### src/rtl/top.sv
// Bit-serial accumulator processor: fetches 8-bit instructions MSB first on data,
// executes them against an accumulator, and streams the accumulator LSB first on OUT.
module top #(
  parameter int WIDTH = 8
) (
  input  logic clk,
  input  logic rst,
  input  logic data,
  output logic write,
  output logic result
);

  localparam int CW = $clog2(WIDTH);

  typedef enum logic [1:0] {
    FETCH,
    EXEC,
    OUT
  } state_e;

  state_e           state_q, state_d;
  logic [CW-1:0]    cnt_q, cnt_d;
  logic [WIDTH-2:0] sr_q, sr_d;
  logic [WIDTH-1:0] instr_q, instr_d;
  logic [WIDTH-1:0] acc_q, acc_d;
  logic [WIDTH-1:0] osr_q, osr_d;
  logic             write_q, write_d;
  logic             result_q, result_d;

  logic [WIDTH-1:0] imm;
  logic             lastBit;

  assign imm     = {{(WIDTH-4){1'b0}}, instr_q[3:0]};
  assign lastBit = (cnt_q == CW'(WIDTH-1));

  always_ff @(posedge clk) begin
    if (rst) begin
      state_q  <= FETCH;
      cnt_q    <= '0;
      sr_q     <= '0;
      instr_q  <= '0;
      acc_q    <= '0;
      osr_q    <= '0;
      write_q  <= 1'b0;
      result_q <= 1'b0;
    end else begin
      state_q  <= state_d;
      cnt_q    <= cnt_d;
      sr_q     <= sr_d;
      instr_q  <= instr_d;
      acc_q    <= acc_d;
      osr_q    <= osr_d;
      write_q  <= write_d;
      result_q <= result_d;
    end
  end

  always_comb begin
    state_d  = state_q;
    cnt_d    = cnt_q;
    sr_d     = sr_q;
    instr_d  = instr_q;
    acc_d    = acc_q;
    osr_d    = osr_q;
    write_d  = write_q;
    result_d = result_q;

    case (state_q)
      FETCH: begin
        sr_d  = {sr_q[WIDTH-3:0], data};
        cnt_d = cnt_q + CW'(1);
        if (lastBit) begin
          instr_d = {sr_q, data};
          cnt_d   = '0;
          state_d = EXEC;
        end
      end

      EXEC: begin
        state_d = FETCH;
        // Opcodes 0x0 and 0xA-0xE fall through to the default and leave acc alone.
        case (instr_q[7:4])
          4'h1: acc_d = imm;
          4'h2: acc_d = acc_q + imm;
          4'h3: acc_d = acc_q - imm;
          4'h4: acc_d = acc_q & imm;
          4'h5: acc_d = acc_q | imm;
          4'h6: acc_d = acc_q ^ imm;
          4'h7: acc_d = {acc_q[WIDTH-2:0], 1'b0};
          4'h8: acc_d = {1'b0, acc_q[WIDTH-1:1]};
          4'h9: acc_d = ~acc_q;
          4'hF: begin
            osr_d    = acc_q;
            write_d  = 1'b1;
            result_d = acc_q[0];
            cnt_d    = '0;
            state_d  = OUT;
          end
          default: ;
        endcase
      end

      OUT: begin
        // result already shows osr_q[0]; the next bit up is presented each edge.
        cnt_d    = cnt_q + CW'(1);
        osr_d    = osr_q >> 1;
        result_d = osr_q[1];
        if (lastBit) begin
          write_d  = 1'b0;
          result_d = 1'b0;
          cnt_d    = '0;
          state_d  = FETCH;
        end
      end

      default: state_d = FETCH;
    endcase
  end

  assign write  = write_q;
  assign result = result_q;

endmodule

### config.mk
export PLATFORM = sky130hd
export DESIGN_NAME = top
export DESIGN_NICKNAME = d
export VERILOG_FILES = /design/src/rtl/top.sv
export SDC_FILE = /design/constraint.sdc
export NUM_CORES = 1
export LEC_CHECK = 0
export ABC_CLOCK_PERIOD_IN_PS = 3500
export BUFFER_PORTS_ARGS = -buffer_cell sky130_fd_sc_hd__buf_2
export CAP_MARGIN = 0
export CORE_MARGIN = 8
export CORE_UTILIZATION = 60
export CTS_CLUSTER_DIAMETER = 120
export DETAILED_ROUTE_END_ITERATION = 7
export GPL_TIMING_DRIVEN = 1
export PLACE_DENSITY_LB_ADDON = 0.12
export RECOVER_POWER = 50
export SYNTH_ARGS = -nofsm -noshare
export SYNTH_HDL_FRONTEND = slang
export SYNTH_SLANG_ARGS = --single-unit
### constraint.sdc
create_clock -name clk -period 3.5 [get_ports clk]
set_input_delay 0 -clock clk [delete_from_list [all_inputs] [get_ports clk]]
set_output_delay 0 -clock clk [all_outputs]
set_load 0.01 [all_outputs]
==> results of run 1 <==
stage by stage:
| stage | worst slack [ns] | hold WS, ns | area (µm²) | instances | util |
|---|---|---|---|---|---|
| after floorplan | 1.038 | 0.1360 | 2557 | 325 | - |
| after global placement | 1.147 | 0.2558 | 2557 | 361 | 0.6303 |
| after detailed placement | 1.099 | 0.2703 | 2557 | 361 | 0.6303 |
| after CTS | 1.072 | 0.2516 | 2650 | 370 | 0.6531 |
| after global routing | 0.8609 | 0.2733 | 2648 | 370 | 0.6525 |
| final | 1.069 | 0.2461 | 2648 | 370 | 0.6525 |
area by class of cell:
class / count / area, µm² / area share
clock inverters: 2 / 10.01 / 0.003781
flip-flops and latches: 37 / 740.7 / 0.2798
well taps: 50 / 62.56 / 0.02363
multi-input cells: 251 / 1648 / 0.6224
inverters: 15 / 56.30 / 0.02127
repair buffers: 9 / 57.56 / 0.02174
clock buffers: 6 / 72.57 / 0.02741
flip-flops by register name (all words and copies together) (netlist names):
name / cells
write: 1
cnt_q: 3
osr_q: 7
acc_q: 8
state_q: 2
sr_q: 7
instr_q: 8
result: 1
synthesized netlist by cell type, drive strengths merged (3+ instances only):
master	number	share of area
a2111oi	3	0.023
a21oi	37	0.072
a311oi	8	0.027
a31oi	3	0.0073
buf	13	0.031
clkbuf	9	0.013
dfxtp	37	0.29
ha	19	0.093
inv	15	0.022
mux2i	3	0.012
nand2	47	0.069
nand2b	10	0.024
nand3	4	0.0078
nor2	29	0.043
nor2b	7	0.017
nor3	10	0.022
nor3b	3	0.011
o21a	4	0.012
o21ai	13	0.025
o22ai	5	0.012
o2bb2ai	3	0.010
or3	3	0.0073
xnor2	3	0.010
power by group through the flow:
stage	combinational, mW	sequential [mW]	clock (mW)
after floorplan	0.0223	0.438	0
after global placement	0.0269	0.439	0
after detailed placement	0.0274	0.439	0
after CTS	0.0284	0.429	0.294
after global routing	0.0324	0.430	0.311
final	0.0282	0.429	0.287
final timing paths:
path | end | slack [ns] | depth (start not counted)
setup reg to reg | acc_q[3]$_SDFFE_PP0P_ | 1.07 | 9
setup / recovery | acc_q[3]$_SDFFE_PP0P_ | 1.07 | 9
hold / removal | cnt_q[0]$_SDFFE_PP0P_ | 0.25 | 2
hold reg to reg | instr_q[7]$_SDFFE_PP0P_ | 0.45 | 2
placed cells by master, fill, tap and decap left out, drive strengths merged, types with 2 or more instances in the layout:
cell type	instances
nand2	47
a21oi	37
dfxtp	37
nor2	29
ha	19
inv	15
o21ai	13
nand2b	10
nor3	10
a311oi	8
clkbuf	8
nor2b	7
buf	6
o22ai	5
nand3	4
o21a	4
xnor2	3
mux2i	3
or3	3
o2bb2ai	3
a31oi	3
nor3b	3
a2111oi	3
a21o	2
and3	2
nor4	2
a221oi	2
o22a	2
clkinv	2
or3b	2
a211oi	2
nor4b	2
o31ai	2
per-layer routing:
| layer | part of all wire | vias to the layer above | global-route usage |
|---|---|---|---|
| met5 | 0 | - | 0 |
| met4 | 0.023 | 0 | 0.08036 |
| met3 | 0.033 | 8 | 0.03201 |
| met2 | 0.44 | 46 | 0.2753 |
| met1 | 0.50 | 1029 | 0.2335 |
| li1 | - | 1151 | - |
repair_timing:
action / 4_1_cts / 5_1_grt
setup endpoints to repair: 0 / 0
hold endpoints to repair: 2 / 0
hold buffers: 1 / 0
kinds of logic after synthesis:
group                    count (synthesis)  share of synthesized area
AO/OA/AOI/OAI                           96                     0.2681
XOR/XNOR                                 4                    0.01370
buffers and inverters                   37                    0.06604
AND/OR/NAND/NOR                        128                     0.2500
multiplexers                             3                    0.01174
adder cells (fa/ha/maj)                 20                     0.1008
flip-flops                              37                     0.2896
==> run metrics, run 1 <==
TritonCTS sink count=37; core area=4058 µm²; final period utilization=0.6945; clk root buf=clkbuf_8; clk slew on worst S/H paths=0.07 ns; Die Footprint=6607 µm²; critical path required time=3.69 ns; Tot Pwr=0.7442 mW; flops & latches, synth=37; Vias per Instance=6.038; Avg Cell Area, Syn=7.869 µm²; post-route setup TNS=0 ns; Worst setup EP type=flop; filler instances=378; Max-Cap Viols=0; CTS tree=yes; antenna violations before repair=0; Slowest-stage cell, CP=dfxtp_1; CTS Buf Count=5; Syn Nets=348; # rows=23; Async SR Flop Fraction=0; diodes inserted=0; final hold viol count=0; sequential share of power=0.577; NetSw=0.1690 mW; via count=2234; Top FF cell, synth=dfxtp_1; Final HPWL DP=3.852 mm; largest net degree at the start of global routing=39; Static Leak=0.9467 nW; most used cell, CP=ha_1; Max VDD drop=0.0002894 V; P per Cell Area=281.1 nW/µm²; fmax=411.4 MHz; RSZ-0062 raised after global routing=false; Iteration-0 DRC Markers=195; Placer Congestion=0.8261; H-tree depth=2; gate family responsible for the most delay along the worst path=compound AO/OA/AOI/OAI gates; Clock Latency Late Sink=0.29 ns; Die H=81.29 µm; ANT nets after route=0; Distinct cells, synth=63; Reg2Reg Launch Point=instr_q[0]$_SDFFE_PP0P_; GRT Residual Overflow=0; type of origin of the critical path=flop; Syn Inst Count=325; Post-synth EDFFs=0; die width=81.29 µm; sequential cell area fraction in the yosys report=0.2896; kind of critical path=flop to flop; Slew headroom=0.4869; Port Buf Inserts=4; vias in the first global route=1973; Worst Tran Pin Value=0.7637 ns; Switching Fraction=0.2270; crit-path cells=inv_1 -> ha_1 -> nor2_1 -> xnor2_1 -> ha_1 -> or2_1 -> o221ai_1 -> a311oi_1 -> a2111oi_2; Layout area overhead=3.523%; hold crit path type=primary input to flop; Post-Syn Area=2557 µm²; Hold Path Origin=rst; max-slew violations=0; Critical Path Source=instr_q[0]$_SDFFE_PP0P_; clock skew=0.003293 ns; Tmin final=2.431 ns; Post-Route WL=5.432 mm; drt wl/cell=14.68 µm; Layout Nets=342; status=complete, no violations; slowest stage delay, CP=0.44 ns; Initial Util=0.6303; # setup viols final=0; CTS resizes=0; Max clock buf depth=2; layout cells sized above 1=0.08438; Crit Path Max Fanout=6; first-pass GRT wire length=9.390 mm; combinational power share=0.038; Synth warnings=0; Clock power frac=0.385; num ports=5; GRT Util Overall=0.1776; Post-CTS Setup Bufs=0; DRC viols=0; first drt pass iteration count=4; Critical Path AT=2.62 ns; Power Internal=0.5752 mW; Buf+Inv Stages, Crit Path=1
No activity file was read; power rests on OpenSTA's default activity.
==> run 2, diff against run 1 <==
--- a/config.mk
+++ b/config.mk
@@ -5,7 +5,7 @@
 export SDC_FILE = /design/constraint.sdc
 export NUM_CORES = 1
 export LEC_CHECK = 0
-export ABC_CLOCK_PERIOD_IN_PS = 3500
+export ABC_CLOCK_PERIOD_IN_PS = 2300
 export BUFFER_PORTS_ARGS = -buffer_cell sky130_fd_sc_hd__buf_2
 export CAP_MARGIN = 0
 export CORE_MARGIN = 8
==> constraint.sdc (replaced) <==
create_clock -name clk -period 2.3 [get_ports clk]
set_input_delay 0 -clock clk [delete_from_list [all_inputs] [get_ports clk]]
set_output_delay 0 -clock clk [all_outputs]
set_load 0.01 [all_outputs]
==> run metrics, run 2 (synthesized netlist as in run 1, its figures left out) <==
status=complete, no violations; kind of critical path=flop to flop; P per Cell Area=447.8 nW/µm²; final period utilization=0.9975; type of origin of the critical path=flop; clk slew on worst S/H paths=0.08 ns; Initial Util=0.6303; # rows=23; # setup viols final=0; GRT Util Overall=0.1915; Die H=81.29 µm; most frequent cells in the layout=nand2_1, a21oi_1, dfxtp_1, nor2_1, buf_4; Crit Path Max Fanout=4; Layout area overhead=13.21%; ANT nets after route=0; CTS Buf Count=5; num ports=5; via count=2366; Placer Congestion=0.8468; Post-Route WL=6.057 mm; Vias per Instance=6.130; Tot Pwr=1.297 mW; Final Core Density=0.7135; Tmin final=2.294 ns; Port Buf Inserts=4; hold crit path type=primary input to flop; final hold viol count=0; fmax=435.9 MHz; WHS Path Cells=2; DRC viols=0; antenna violations before repair=0; Hold Path Origin=rst; Final HPWL DP=4.168 mm; Iteration-0 DRC Markers=200; most common cell after layout, fill and taps aside=nand2_1; diodes inserted=0; TritonCTS sink count=37; core area=4058 µm²; Critical Path AT=2.49 ns; placed inst area=2668 µm²; clk root buf=clkbuf_8; Slew headroom=0.5239; largest registers=acc_q x8, instr_q x8; vias in the first global route=2180; largest net degree at the start of global routing=39; CTS tree=yes; Worst Tran Pin Value=0.7142 ns; flop2flop setup slack=0.006 ns; H-tree depth=2; clock skew=0.007481 ns; GRT Residual Overflow=0; RSZ-0062 raised after global routing=true; Critical Path Source=instr_q[7]$_SDFFE_PP0P_; Worst Reg-to-Reg Cells=9; max-slew violations=0; Die Footprint=6607 µm²; first drt pass iteration count=5; layout cells sized above 1=0.1786; die width=81.29 µm; drt wl/cell=15.69 µm; Max-Cap Viols=0; Max VDD drop=0.0005415 V; Static Leak=1.056 nW; critical path required time=2.50 ns; Reg2Reg Launch Point=instr_q[7]$_SDFFE_PP0P_; Max clock buf depth=2; design area=2895 µm²; first-pass GRT wire length=10.16 mm; Clock Latency Late Sink=0.29 ns; Min Hold Slack=0.2459 ns; Worst setup EP type=flop; Layout Nets=358
-- run 2: changes by cell type in the layout (fill, tap and decap cells not counted), sizes merged --
cell,previous run,this run
clkbuf,8,10
bufinv,0,1
clkinv,2,0
buf,6,20
clkinvlp,0,1
-- run 2: stage by stage --
| stage | setup slack [ns] | TNS [ns] | instances |
|---|---|---|---|
| final | 0.005852 | 0 | 386 |
| after global routing | -0.1120 | -0.3551 | 386 |
| after CTS | 0.01630 | 0 | 384 |
| after detailed placement | -0.01416 | -0.01528 | 375 |
| after global placement | 0.01058 | 0 | 375 |
| after floorplan | 0.01966 | 0 | 325 |
-- run 2: path summary, 6_finish.rpt --
check,endpoint
worst min-delay path,state_q[1]$_SDFFE_PP0P_
worst max-delay path,acc_q[2]$_SDFFE_PP0P_
worst max register to register,acc_q[2]$_SDFFE_PP0P_
worst min register to register,instr_q[4]$_SDFFE_PP0P_
-- run 2: repair_timing --
action                                  in CTS  in global routing
hold endpoints to repair                     2                  0
pin swaps                                    0                  7
setup buffers                                0                  2
endpoints found under the setup margin       5                  7
gates resized for setup                      4                 15
gates cloned                                 0                  0
hold buffers                                 1                  0
-- run 2: cell type report --
type / count / area (µm²)
tap: 50 / 62.56
sequential: 37 / 749.5
clock buffer: 6 / 82.58
clock inverter: 2 / 37.54
multi-input combinational: 251 / 1737
timing repair buffer: 25 / 170.2
inverter: 15 / 56.30
fill: 318 / 1162
-- run 2: worst max-delay path, cell delays in order, from the launching register on --
cell and delay (ns):
dfxtp_2 0.32, and4bb_2 0.35, inv_2 0.07, a21o_1 0.21, fa_2 0.37, xor2_1 0.15
a21oi_1 0.14, o22ai_1 0.09, and3_1 0.18, a2111oi_2 0.31
-- run 2: power breakdown --
| part | switching, mW | internal (mW) | total (mW) |
|---|---|---|---|
| Clock | 0.244 | 0.353 | 0.597 |
| Combinational | 0.0278 | 0.0200 | 0.0478 |
| Sequential | 0.00530 | 0.647 | 0.652 |
| Total | 0.277 | 1.02 | 1.30 |
-- run 2: metal layers --
metal	share of wire	GRT usage	routed length, µm
met5	0	0	0
met2	0.46	0.2944	2800
met3	0.055	0.04636	331
met1	0.46	0.2485	2811
met4	0.019	0.08214	113
==> run 3, diff against run 2 <==
--- a/config.mk
+++ b/config.mk
@@ -8,8 +8,11 @@
 export ABC_CLOCK_PERIOD_IN_PS = 2300
 export BUFFER_PORTS_ARGS = -buffer_cell sky130_fd_sc_hd__buf_2
 export CAP_MARGIN = 0
+export CELL_PAD_IN_SITES_DETAIL_PLACEMENT = 1
+export CELL_PAD_IN_SITES_GLOBAL_PLACEMENT = 1
+export CORE_ASPECT_RATIO = 1.1
 export CORE_MARGIN = 8
-export CORE_UTILIZATION = 60
+export CORE_UTILIZATION = 47
 export CTS_CLUSTER_DIAMETER = 120
 export DETAILED_ROUTE_END_ITERATION = 7
 export GPL_TIMING_DRIVEN = 1
==> run metrics, run 3 (synthesized netlist as in run 1, its figures left out) <==
status=complete, no violations; CTS Buf Count=5; most common cell after layout, fill and taps aside=nand2_1; core area=5325 µm²; Power Internal=0.8780 mW; DRC viols=0; Reg2Reg Launch Point=instr_q[7]$_SDFFE_PP0P_; clk root buf=clkbuf_8; die width=86.33 µm; GRT Residual Overflow=0; # setup viols final=0; diodes inserted=0; Vias per Instance=5.763; GRT Util Overall=0.1747; combinational power share=0.042; Tmin final=2.258 ns; Max-Cap Viols=0; CTS tree=yes; ANT nets after route=0; WHS Path Cells=2; type of origin of the critical path=flop; Worst setup EP type=flop; sequential share of power=0.556; via count=2409; Static Leak=1.080 nW; Max VDD drop=0.0004586 V; flop2flop setup slack=0.04 ns; Slowest-stage cell, CP=fa_2; RSZ-0062 raised after global routing=true; Worst Tran Pin Value=0.7483 ns; crit-path cells=and4bb_4 -> inv_2 -> a21o_1 -> fa_2 -> nor2b_2 -> o31a_1 -> mux2i_1 -> a211oi_2 -> nor3_2; antenna violations before repair=0; most frequent cells in the layout=nand2_1, a21oi_1, dfxtp_1, nor2_1, buf_4; slowest stage delay, CP=0.42 ns; final hold viol count=0; Die Footprint=8060 µm²; final period utilization=0.9818; layout cells sized above 1=0.2041; hold-critical path endpoint=cnt_q[1]$_SDFFE_PP0P_; largest net degree at the start of global routing=39; Crit Path Max Fanout=3; TritonCTS sink count=37; Clock power frac=0.402; Final HPWL DP=4.891 mm; clk slew on worst S/H paths=0.09 ns; first drt pass iteration count=4; fmax=442.8 MHz; Layout area overhead=15.75%; H-tree depth=2; Switching Fraction=0.2523; clock skew=0.009149 ns; P per Cell Area=396.7 nW/µm²; Die H=93.37 µm; Iteration-0 DRC Markers=179; drt wl/cell=16.65 µm; Initial Util=0.4803; hold crit path type=primary input to flop; # rows=28; Port Buf Inserts=4; Clock Latency Late Sink=0.30 ns; Placer Congestion=0.8225; Layout Nets=365; max-slew violations=0; Hold Path Origin=rst; Max clock buf depth=2; vias in the first global route=2347; critical path required time=2.47 ns; NetSw=0.2962 mW; r2r endpoint=acc_q[6]$_SDFFE_PP0P_; Slew headroom=0.5011; Tot Pwr=1.174 mW; Critical Path AT=2.43 ns; first-pass GRT wire length=11.44 mm; Worst Reg-to-Reg Cells=9; num ports=5; Post-Route WL=6.959 mm; design area=2960 µm²; largest registers=acc_q x8, instr_q x8; placed inst area=2751 µm²; kind of critical path=flop to flop
==> run 3: changes by cell type in the layout (fill, tap and decap cells not counted), moves of 2 or more <==
cell / previous run / this run
ha_1: 17 / 15
ha_2: 1 / 3
buf_4: 18 / 25
clkinv_2: 0 / 2
==> run 3: worst max path at each step <==
stage | from | endpoint | slack, ns | cells past startpoint
5_1_grt | instr_q[7]$_SDFFE_PP0P_ | acc_q[6]$_SDFFE_PP0P_ | -0.13 | 9
4_1_cts | instr_q[0]$_SDFFE_PP0P_ | acc_q[2]$_SDFFE_PP0P_ | 0.002 | 9
3_5_place_dp | instr_q[6]$_SDFFE_PP0P_ | acc_q[3]$_SDFFE_PP0P_ | -0.05 | 10
2_1_floorplan | instr_q[7]$_SDFFE_PP0P_ | acc_q[3]$_SDFFE_PP0P_ | 0.02 | 11
6_report | instr_q[7]$_SDFFE_PP0P_ | acc_q[6]$_SDFFE_PP0P_ | 0.04 | 9
3_3_place_gp | instr_q[1]$_SDFFE_PP0P_ | acc_q[2]$_SDFFE_PP0P_ | 0.02 | 9
==> run 3: cell type report <==
class | count | area (µm²)
fill | 674 | 2365
multi-input combinational | 251 | 1755
sequential | 37 | 745.7
timing repair buffer | 32 | 222.7
tap | 75 | 93.84
clock buffer | 5 | 68.82
inverter | 15 | 56.30
clock inverter | 3 | 17.52
==> run 3: worst max-delay path: cells and delay by family (launching register included) <==
| family | cells | cell delay (ns) |
|---|---|---|
| AND/OR/NAND/NOR | 3 | 0.58 |
| adder cells (fa/ha/maj) | 1 | 0.42 |
| flip-flops | 1 | 0.31 |
| AO/OA/AOI/OAI | 3 | 0.65 |
| multiplexers | 1 | 0.11 |
| buffers and inverters | 1 | 0.05 |
==> run 3: metrics by stage <==
step	cells	setup slack [ns]	setup TNS (ns)	hold WS (ns)	utilization
after global placement	407	0.01571	0	0.2566	0.5167
after global routing	418	-0.1251	-0.3180	0.3005	0.5559
after CTS	416	0.001869	0	0.2569	0.5364
after floorplan	325	0.01966	0	0.1360	-
final	418	0.04175	0	0.2505	0.5559
after detailed placement	407	-0.04551	-0.1042	0.2694	0.5167
==> run 3: per-layer routing <==
layer,track usage,routed length [µm]
met1,0.2266,3294
met2,0.2932,3454
met3,0.02368,112
met4,0.04885,99
met5,0,0
==> run 3: power groups by stage <==
stage	Sequential (mW)	Combinational, mW	Clock, mW
3_3_place_gp	0.668	0.0437	0
6_report	0.653	0.0496	0.471
5_1_grt	0.655	0.0568	0.496
4_1_cts	0.653	0.0467	0.478
3_5_place_dp	0.668	0.0446	0
2_1_floorplan	0.667	0.0340	0
==> run 3: timing repair <==
| action | CTS | global route |
|---|---|---|
| buffers inserted | 0 | 2 |
| pin swaps | 0 | 12 |
| gates resized for setup | 3 | 19 |
| cloned | 0 | 0 |
| setup endpoints to repair | 3 | 7 |
| hold endpoints to repair | 2 | 0 |
| hold buffers | 1 | 0 |
